## src/rtl/dram_port_arbiter_pkg.sv

```systemverilog
// Shared encodings for the DRAM port arbiter: access ctrl codes, FSM states, port ids.
package dram_port_arbiter_pkg;

    localparam int unsigned ADDR_W = 32;
    localparam int unsigned DATA_W = 32;
    localparam int unsigned CTRL_W = 3;
    localparam int unsigned WDOG_W = 13;

    // ctrl[1:0] is the access size, ctrl[2] requests an unsigned (zero-extended) load
    localparam logic [CTRL_W-1:0] CTRL_LB  = 3'b000;
    localparam logic [CTRL_W-1:0] CTRL_LH  = 3'b001;
    localparam logic [CTRL_W-1:0] CTRL_LW  = 3'b010;
    localparam logic [CTRL_W-1:0] CTRL_LBU = 3'b100;
    localparam logic [CTRL_W-1:0] CTRL_LHU = 3'b101;
    localparam logic [CTRL_W-1:0] CTRL_SB  = 3'b000;
    localparam logic [CTRL_W-1:0] CTRL_SH  = 3'b001;
    localparam logic [CTRL_W-1:0] CTRL_SW  = 3'b010;
    localparam int unsigned       CTRL_U   = 2;

    typedef enum logic [1:0] {
        ST_IDLE  = 2'd0,
        ST_ISSUE = 2'd1,
        ST_WAIT  = 2'd2,
        ST_DONE  = 2'd3
    } arb_state_e;

    typedef enum logic {
        PORT_FETCH = 1'b0,
        PORT_DATA  = 1'b1
    } arb_port_e;

    // Unsigned offset compare also rejects addresses below the base (they wrap high)
    function automatic logic in_window(input logic [ADDR_W-1:0] addr,
                                       input logic [ADDR_W-1:0] base,
                                       input logic [ADDR_W-1:0] size);
        return (addr - base) < size;
    endfunction

endpackage

```

## src/rtl/dram_port_arbiter.sv

```systemverilog
// Merges the instruction-fetch and data ports onto the single DRAM controller interface,
// with round-robin arbitration, address-window check and a busy watchdog.
module dram_port_arbiter
    import dram_port_arbiter_pkg::*;
#(
    parameter logic [31:0] DRAM_BASE = 32'h8000_0000,
    parameter logic [31:0] DRAM_SIZE = 32'h0080_0000,
    parameter int unsigned TIMEOUT   = 4096
) (
    input  logic              clk,
    input  logic              rst_x,
    input  logic              i_if_req,
    input  logic [31:0]       i_if_addr,
    output logic              o_if_ack,
    output logic [31:0]       o_if_data,
    input  logic              i_d_rd,
    input  logic              i_d_wr,
    input  logic [31:0]       i_d_addr,
    input  logic [31:0]       i_d_wdata,
    input  logic [2:0]        i_d_ctrl,
    output logic              o_d_ack,
    output logic [31:0]       o_d_rdata,
    output logic              o_d_err,
    output logic              o_mem_rd_en,
    output logic              o_mem_wr_en,
    output logic [31:0]       o_mem_addr,
    output logic [31:0]       o_mem_wdata,
    output logic [2:0]        o_mem_ctrl,
    input  logic [31:0]       i_mem_rdata,
    input  logic              i_mem_busy,
    input  logic              i_init_done,
    output logic              o_timeout
);

    arb_state_e        state_q, state_d;
    arb_port_e         last_q, last_d;
    arb_port_e         port_q, port_d;
    logic              wr_q, wr_d;
    logic [WDOG_W-1:0] wdog_q, wdog_d;

    logic              rd_en_d, wr_en_d, if_ack_d, d_ack_d, d_err_d, timeout_d;
    logic [ADDR_W-1:0] addr_d;
    logic [DATA_W-1:0] wdata_d, if_data_d, d_rdata_d;
    logic [CTRL_W-1:0] ctrl_d;

    logic              d_req, sel_fetch, req_wr;
    logic [ADDR_W-1:0] req_addr;
    logic              fin, fin_err;
    arb_port_e         fin_port;
    logic              fin_wr;

    assign d_req = i_d_rd | i_d_wr;

    // Next-state and next-output logic
    always_comb begin
        state_d   = state_q;
        last_d    = last_q;
        port_d    = port_q;
        wr_d      = wr_q;
        wdog_d    = wdog_q;
        rd_en_d   = 1'b0;
        wr_en_d   = 1'b0;
        if_ack_d  = 1'b0;
        d_ack_d   = 1'b0;
        d_err_d   = 1'b0;
        timeout_d = o_timeout;
        addr_d    = o_mem_addr;
        wdata_d   = o_mem_wdata;
        ctrl_d    = o_mem_ctrl;
        if_data_d = o_if_data;
        d_rdata_d = o_d_rdata;
        sel_fetch = 1'b0;
        req_wr    = 1'b0;
        req_addr  = '0;
        fin       = 1'b0;
        fin_err   = 1'b0;
        fin_port  = port_q;
        fin_wr    = wr_q;

        unique case (state_q)
            ST_IDLE: begin
                if (i_init_done && !i_mem_busy && (i_if_req || d_req)) begin
                    sel_fetch = i_if_req && (!d_req || last_q == PORT_DATA);
                    req_wr    = !sel_fetch && i_d_wr && !i_d_rd;
                    req_addr  = sel_fetch ? i_if_addr : i_d_addr;
                    port_d    = sel_fetch ? PORT_FETCH : PORT_DATA;
                    wr_d      = req_wr;
                    if (in_window(req_addr, DRAM_BASE, DRAM_SIZE)) begin
                        state_d = ST_ISSUE;
                        rd_en_d = !req_wr;
                        wr_en_d = req_wr;
                        addr_d  = req_addr;
                        wdata_d = sel_fetch ? '0 : i_d_wdata;
                        ctrl_d  = sel_fetch ? CTRL_LW : i_d_ctrl;
                    end else begin
                        fin      = 1'b1;
                        fin_err  = 1'b1;
                        fin_port = port_d;
                        fin_wr   = req_wr;
                    end
                end
            end
            ST_ISSUE: begin
                state_d = ST_WAIT;
                wdog_d  = '0;
            end
            ST_WAIT: begin
                // wdog_q == 0 marks the first WAIT cycle, where busy is not yet meaningful
                if (wdog_q != '0 && !i_mem_busy) begin
                    fin = 1'b1;
                end else if (wdog_q == WDOG_W'(TIMEOUT - 1)) begin
                    fin       = 1'b1;
                    fin_err   = 1'b1;
                    timeout_d = 1'b1;
                end else begin
                    wdog_d = wdog_q + WDOG_W'(1);
                end
            end
            ST_DONE: begin
                state_d = ST_IDLE;
            end
            default: state_d = ST_IDLE;
        endcase

        // Completion: registered ack lands in the DONE cycle
        if (fin) begin
            state_d = ST_DONE;
            last_d  = fin_port;
            if (fin_port == PORT_FETCH) begin
                if_ack_d  = 1'b1;
                if_data_d = fin_err ? '0 : i_mem_rdata;
            end else begin
                d_ack_d = 1'b1;
                d_err_d = fin_err;
                if (!fin_err && !fin_wr) begin
                    d_rdata_d = i_mem_rdata;
                end
            end
        end
    end

    // State and output registers
    always_ff @(posedge clk or negedge rst_x) begin
        if (!rst_x) begin
            state_q     <= ST_IDLE;
            last_q      <= PORT_DATA;
            port_q      <= PORT_FETCH;
            wr_q        <= 1'b0;
            wdog_q      <= '0;
            o_mem_rd_en <= 1'b0;
            o_mem_wr_en <= 1'b0;
            o_mem_addr  <= '0;
            o_mem_wdata <= '0;
            o_mem_ctrl  <= '0;
            o_if_ack    <= 1'b0;
            o_if_data   <= '0;
            o_d_ack     <= 1'b0;
            o_d_rdata   <= '0;
            o_d_err     <= 1'b0;
            o_timeout   <= 1'b0;
        end else begin
            state_q     <= state_d;
            last_q      <= last_d;
            port_q      <= port_d;
            wr_q        <= wr_d;
            wdog_q      <= wdog_d;
            o_mem_rd_en <= rd_en_d;
            o_mem_wr_en <= wr_en_d;
            o_mem_addr  <= addr_d;
            o_mem_wdata <= wdata_d;
            o_mem_ctrl  <= ctrl_d;
            o_if_ack    <= if_ack_d;
            o_if_data   <= if_data_d;
            o_d_ack     <= d_ack_d;
            o_d_rdata   <= d_rdata_d;
            o_d_err     <= d_err_d;
            o_timeout   <= timeout_d;
        end
    end

endmodule

```

## config.mk

```make
export PLATFORM = sky130hd
export DESIGN_NAME = dram_port_arbiter
export DESIGN_NICKNAME = d
export VERILOG_FILES = /design/src/rtl/dram_port_arbiter_pkg.sv /design/src/rtl/dram_port_arbiter.sv
export SDC_FILE = /design/constraint.sdc
export NUM_CORES = 1
export LEC_CHECK = 0
export ABC_CLOCK_PERIOD_IN_PS = 2200
export CAP_MARGIN = 20
export CORE_ASPECT_RATIO = 1.75
export CORE_MARGIN = 5
export CORE_UTILIZATION = 39
export DETAILED_ROUTE_END_ITERATION = 8
export PLACE_DENSITY = 0.78
export SYNTH_ARGS = -nofsm -noshare
export SYNTH_HDL_FRONTEND = slang
export SYNTH_SLANG_ARGS = --single-unit
```

## constraint.sdc

```tcl
create_clock -name clk -period 2.2 [get_ports clk]
set_input_delay 0.44 -clock clk [delete_from_list [all_inputs] [get_ports clk]]
set_output_delay 0.44 -clock clk [all_outputs]
set_load 0.1 [all_outputs]
```

# Word-level counts from Yosys, hierarchy flattened
# Cells that the tools add are included.
[classes] n_addsub=2 n_lt_le_gt_ge=1 n_eq_ne=8 muxes=37 n_bitwise=3 n_reduce_logical=27
[ops] op="32-bit two-way mux" n=3
[ops] op="32-bit by 24-bit less-than comparator with 1-bit output (second input constant)" n=1
[ops] op="32-bit subtractor (second input constant)" n=1
[ops] op="13-bit two-way mux" n=2
[ops] op="13-bit case mux with 2 select lines" n=1
[ops] op="1-bit two-way mux" n=24
[ops] op="3-bit AND reduction" n=5
[ops] op="13-bit by 1-bit adder with 13-bit output (second input constant)" n=1
[ops] op="13-bit by 12-bit == test with 1-bit output (second input constant)" n=1
[ops] op="13-bit nonzero test" n=1
[ops] op="1-bit logical AND" n=7
[ops] op="1-bit zero test" n=7
[ops] op="2-bit two-way mux" n=3
[ops] op="3-bit != test (second input constant)" n=2
[ops] op="2-bit case mux with 3 select lines" n=1
[ops] op="2-bit == test (second input constant)" n=2
[ops] op="2-bit != test (second input constant)" n=2
[ops] op="1-bit case mux with 2 select lines" n=2
[ops] op="2-bit AND reduction" n=2
[ops] op="4-bit nonzero test" n=1
[ops] op="3-bit two-way mux" n=1
[ops] op="2-bit by 1-bit == test with 1-bit output (second input constant)" n=1
[ops] op="2-bit zero test" n=1
[ops] op="1-bit logical OR" n=2
[ops] op="3 further kinds" n=4
[word_totals] reg_bits=155 inputBits=138 out_inout_bits=137

# Depth between registers and ports, before layout
[logic_depth] word_depth=13 mapped_depth=9

# Least setup slack after synthesis
# OpenSTA, ideal clock, no wires.
[synth_path] path_kind="register to register" from="reg state_q[0]" to="reg o_d_rdata[20]" setup_ns=0.128 t_arrival_ns=2.107 setup_slack_ns=-0.036 path_stages_with_launch=9 synth_period_minus_slack_ns=2.236 cell_sequence="dfrtp_1 > inv_1 > ha_1 > nor3b_2 > or3b_1 > buf_6 > nand3_4 > buf_6 > mux2_1"
[synth_between] elab_chain_cells=5 word_cells_on_any_way=10
[synth_rtl] element="from (decl)" line_no="dram_port_arbiter.sv:35" rtl="arb_state_e state_q, state_d;"
[synth_rtl] element="from (signal assigned)" line_no="dram_port_arbiter.sv:162" rtl="state_q <= state_d;"
[synth_rtl] element="2-bit == test or 2-bit zero test (tied branches)" line_no="dram_port_arbiter.sv:80" rtl="unique case (state_q)"
[synth_rtl] element="1-bit case mux with 2 select lines or 1-bit two-way mux (tied branches)" line_no="dram_port_arbiter.sv:80"
[synth_rtl] element="1-bit zero test" line_no="dram_port_arbiter.sv:135" rtl="if (!fin_err && !fin_wr) begin"
[synth_rtl] element="1-bit logical AND" line_no="dram_port_arbiter.sv:135"
[synth_rtl] element="3-bit AND reduction (no source line) *"
[synth_rtl] element="to (signal assigned)" line_no="dram_port_arbiter.sv:175" rtl="o_d_rdata <= d_rdata_d;"
[synth_rtl] element="to (decl)" line_no="dram_port_arbiter.sv:22" rtl="output logic [31:0] o_d_rdata,"
# Mark *: on every way between the ends. The rest lies on a longest branch, timed or not.
# A chain may end at the register's enable or synchronous reset.

# Final worst setup path
[layout_path] from="in i_if_addr[26]" to="reg o_if_data[0]"
[layout_between] elab_chain_cells=8 word_cells_on_any_way=13
[layout_rtl] element="from (decl)" line_no="dram_port_arbiter.sv:13" rtl="input logic [31:0] i_if_addr,"
[layout_rtl] element="32-bit two-way mux *" line_no="dram_port_arbiter.sv:85" rtl="req_addr = sel_fetch ? i_if_addr : i_d_addr;"
[layout_rtl] element="32-bit subtractor *" line_no="dram_port_arbiter_pkg.sv:36" rtl="return (addr - base) < size;"
[layout_rtl] element="32-bit by 24-bit less-than comparator with 1-bit output *" line_no="dram_port_arbiter_pkg.sv:36"
[layout_rtl] element="1-bit two-way mux" line_no="dram_port_arbiter.sv:88" rtl="if (in_window(req_addr, DRAM_BASE, DRAM_SIZE)) begin"
[layout_rtl] element="1-bit two-way mux" line_no="dram_port_arbiter.sv:82" rtl="if (i_init_done && !i_mem_busy && (i_if_req || d_req)) begin"
[layout_rtl] element="1-bit two-way mux" line_no="dram_port_arbiter.sv:80"
[layout_rtl] element="1-bit inverter (no source line)"
[layout_rtl] element="2-bit AND reduction (no source line)"
[layout_rtl] element="to (signal assigned)" line_no="dram_port_arbiter.sv:173" rtl="o_if_data <= if_data_d;"
[layout_rtl] element="to (decl)" line_no="dram_port_arbiter.sv:15" rtl="output logic [31:0] o_if_data,"
# Marks and branches as above.

==> flow_summary.toml <==
[grt]
initial_antenna_violation_count = 0
first_global_vias = 5753
maximum_number_of_pins_on_one_net_before_global_route_repair = 51
grt_usage_pct = 20.37
global_route_wire_length_before_repair_mm = 30.92
grt-ovfl-total = 0

[flow_run]
maxCapViolations = 0

[clocking]
insertion_delay_ns = 0.42
clk_pin_slew_worst_paths_ns = 0.06
numCtsBuffers = 17
cts-htree-levels = 4
tritoncts_clock_tree = "yes"
clock-root-buffer = "clkbuf_16"
cts.path.max_buffers = 2
cts_num_sinks = 155

[finish]
fin_nets = 1036
design_area_sq_um = 10470
final_common_cell = "buf_4"
final_layout_size_suffix_gt1_share_pct = 31.67
finish.utilization_pct = 62.35
diodes = 0
layout-area-overhead-vs-synth_pct = 58.74
layoutNonFillerInstCount = 1130
layout.cells.most_common_list = "buf_4 (184), dfrtp_1 (154), clkdlybuf4s50_1 (129)"
filler_cell_count = 1338

[sta]
tightestPinTransition_ns = 0.5345
slew_headroom_pct = 64.36
setup_viol_count_final = 0
max_slew_violation_count = 0
highest_clock_frequency_the_design_can_meet_mhz = 461.3
finalCriticalPeriod_ns = 2.168
final_hold_violation_count = 0
post_route_clock_period_utilization_pct = 98.53
worst_clock_skew_ns = 0.007985

[critical_path]
path_delay_family = "buffers and inverters"
cp_cell_sequence = "clkdlybuf4s50_1, nor4_2, buf_4, and4_2, or3b_4, buf_6, and3_1, buf_4, a22o_1"
critical_path.endpoint_type = "register"
worstPathMaxFanout = 9
crit_path_start_kind = "input pin"
crit_path_frequent_cell = "buf_4"
crit_buf_inv = 4
cp.arrival_ns = 2.46
cp_data_required_time_ns = 2.50
cpPeakStageDelay_ns = 0.47
cp_slowest_cell = "clkdlybuf4s50_1"
path_class = "in2reg"

[drt]
via_count = 5660
via_per_inst = 5.009
first_iter_violations = 264
drt-wirelength-per-cell_um = 18.22
antenna_violating_nets_post_route = 0
detail_route.first_pass.iterations = 5
route.detailed.drc = 0
postRouteWirelength_mm = 20.59

[logic_synthesis]
syn_area_per_cell_sq_um = 11.63
synth.net_count = 711
ys_seq_area_share_pct = 58.83
synth_area_sq_um = 6595
synthesis.instances = 567
synth-edff-count = 0
ys.warnings.count = 0
synth.ff_latch_count = 155
share_of_flip_flops_with_an_asynchronous_set_or_reset_after_synthesis_pct = 100.0
ys.flop_type = "dfrtp_1"
yosys.cell_types.count = 55

[placement]
placedInstanceArea_sq_um = 9678
placed_cells = 1093
gp_congestion = 0.9067
port_buffers = 274
half_perimeter_wire_length_after_detailed_placement_mm = 15.55

[outcome]
status = "completed"

[die]
core-area_sq_um = 16790
placementRows = 63
start_util_pct = 39.28
fp.dieW_um = 108.3
floorplan.die_area_sq_um = 19710
design.portCount = 275
height_of_the_die_um = 182.0

[power]
leakagePower_uw = 0.005298
vdd_drop_max_mv = 1.302
p_per_area_nw_per_um2 = 1302

[min_path]
min-delay-path-class = "reg2reg"
-- state kept, by name, indices dropped and copies added, names as in the netlist, 2 cells and up --
name,cells
o_if_data,32
wdog_q,13
o_mem_addr,32
o_mem_wdata,32
state_q,2
o_mem_ctrl,3
o_d_rdata,32
-- where the power goes --
group	leakage [uW]	switching (uW)	internal, uW	total, uW
clock network	0.000279	1150	1690	2830
logic	0.00289	5060	1910	6980
registers	0.00213	392	3430	3820
total	0.00530	6600	7030	13600
-- cell type report --
type	instances	area [sq um]	share of cell area, %
Clock buffer	19	442.9	4.231
Clock inverter	11	122.6	1.171
Inverter	7	26.28	0.2510
Multi-Input combinational cell	373	2631	25.13
Sequential cell	155	3880	37.06
Tap cell	227	284.0	2.713
Timing Repair Buffer	338	3082	29.44
-- metal layers --
layer	vias up	global-route usage (%)	share of wire [%]
met5	-	0	0
met2	182	37.26	56
met1	2774	22.30	36
met4	0	8.595	3.5
met3	39	4.340	4.8
li1	2665	-	-
-- through the flow --
step	setup WS, ns	total power (uW)	TNS [ns]	hold WS [ns]
3_5_place_dp	-0.5771	10760	-55.67	0.4239
6_report	0.03243	13640	0	0.4813
2_1_floorplan	0.00005307	8807	0	0.1444
4_1_cts	0.008301	13650	0	0.4843
3_3_place_gp	-0.5280	10670	-51.48	0.4202
5_1_grt	-0.01500	14130	-0.02182	0.5039
-- final timing paths --
kind,startpoint,to,slack [ns],depth (start not counted)
max,i_if_addr[26],o_if_data[0],0.03,9
min,o_mem_wdata[25],o_mem_wdata[25],0.48,2
max reg2reg,state_q[0],o_if_data[0],0.10,8
min reg2reg,o_mem_wdata[25],o_mem_wdata[25],0.48,2
max in group asynchronous,rst_x,o_d_rdata[29],1.02,3
min in group asynchronous,rst_x,o_d_rdata[1],0.54,2
-- logic make-up after synthesis --
kind of cell	Yosys count	share of synthesized area, %
simple gates	177	12.64
flops	155	58.83
compound gates	134	13.64
mux	56	10.66
buf+inv	39	3.093
fa+ha+maj	6	1.138
-- Yosys cell counts, types with 2 or more instances --
master	instances	area [sq um]
dfrtp_1	154	3854
nand2_1	111	416.7
o21ai_0	66	330.3
a22o_1	33	289.0
mux2_4	27	405.4
mux2i_1	23	230.2
clkbuf_1	21	78.83
nor2_1	11	41.29
and2_1	10	62.56
nand3_1	8	40.04
buf_6	7	78.83
inv_1	7	26.28
ha_1	6	75.07
a21oi_1	5	25.02
and4_1	4	35.03
buf_2	4	20.02
nand4_1	4	25.02
nor4_1	4	25.02
o31ai_1	4	30.03
a31oi_1	3	18.77
and3_1	3	18.77
mux2_1	3	33.78
mux2_2	3	33.78
nor3_1	3	15.01
o211ai_1	3	22.52
o41ai_1	3	26.28
a41oi_1	2	17.52
nand2b_1	2	12.51
nor2b_1	2	12.51
o21bai_1	2	15.01
o22ai_1	2	12.51
or2_2	2	12.51
or3b_1	2	17.52
or4_1	2	15.01
-- tightest hold or removal path, delay by kind of cell, from the launching register on --
family	cells	cell delay [ns]
flops	1	0.34
simple gates	1	0.05
compound gates	1	0.06
-- what timing repair did --
action | CTS | global route
setup buffers | 0 | 3
resized for setup | 9 | 18
hold buffers | 1 | 0
pin swaps | 1 | 26
endpoints found under the setup margin | 71 | 71
hold endpoints to repair | 13 | 0
cloned | 0 | 3
No activity file was read; power rests on OpenSTA's default activity.
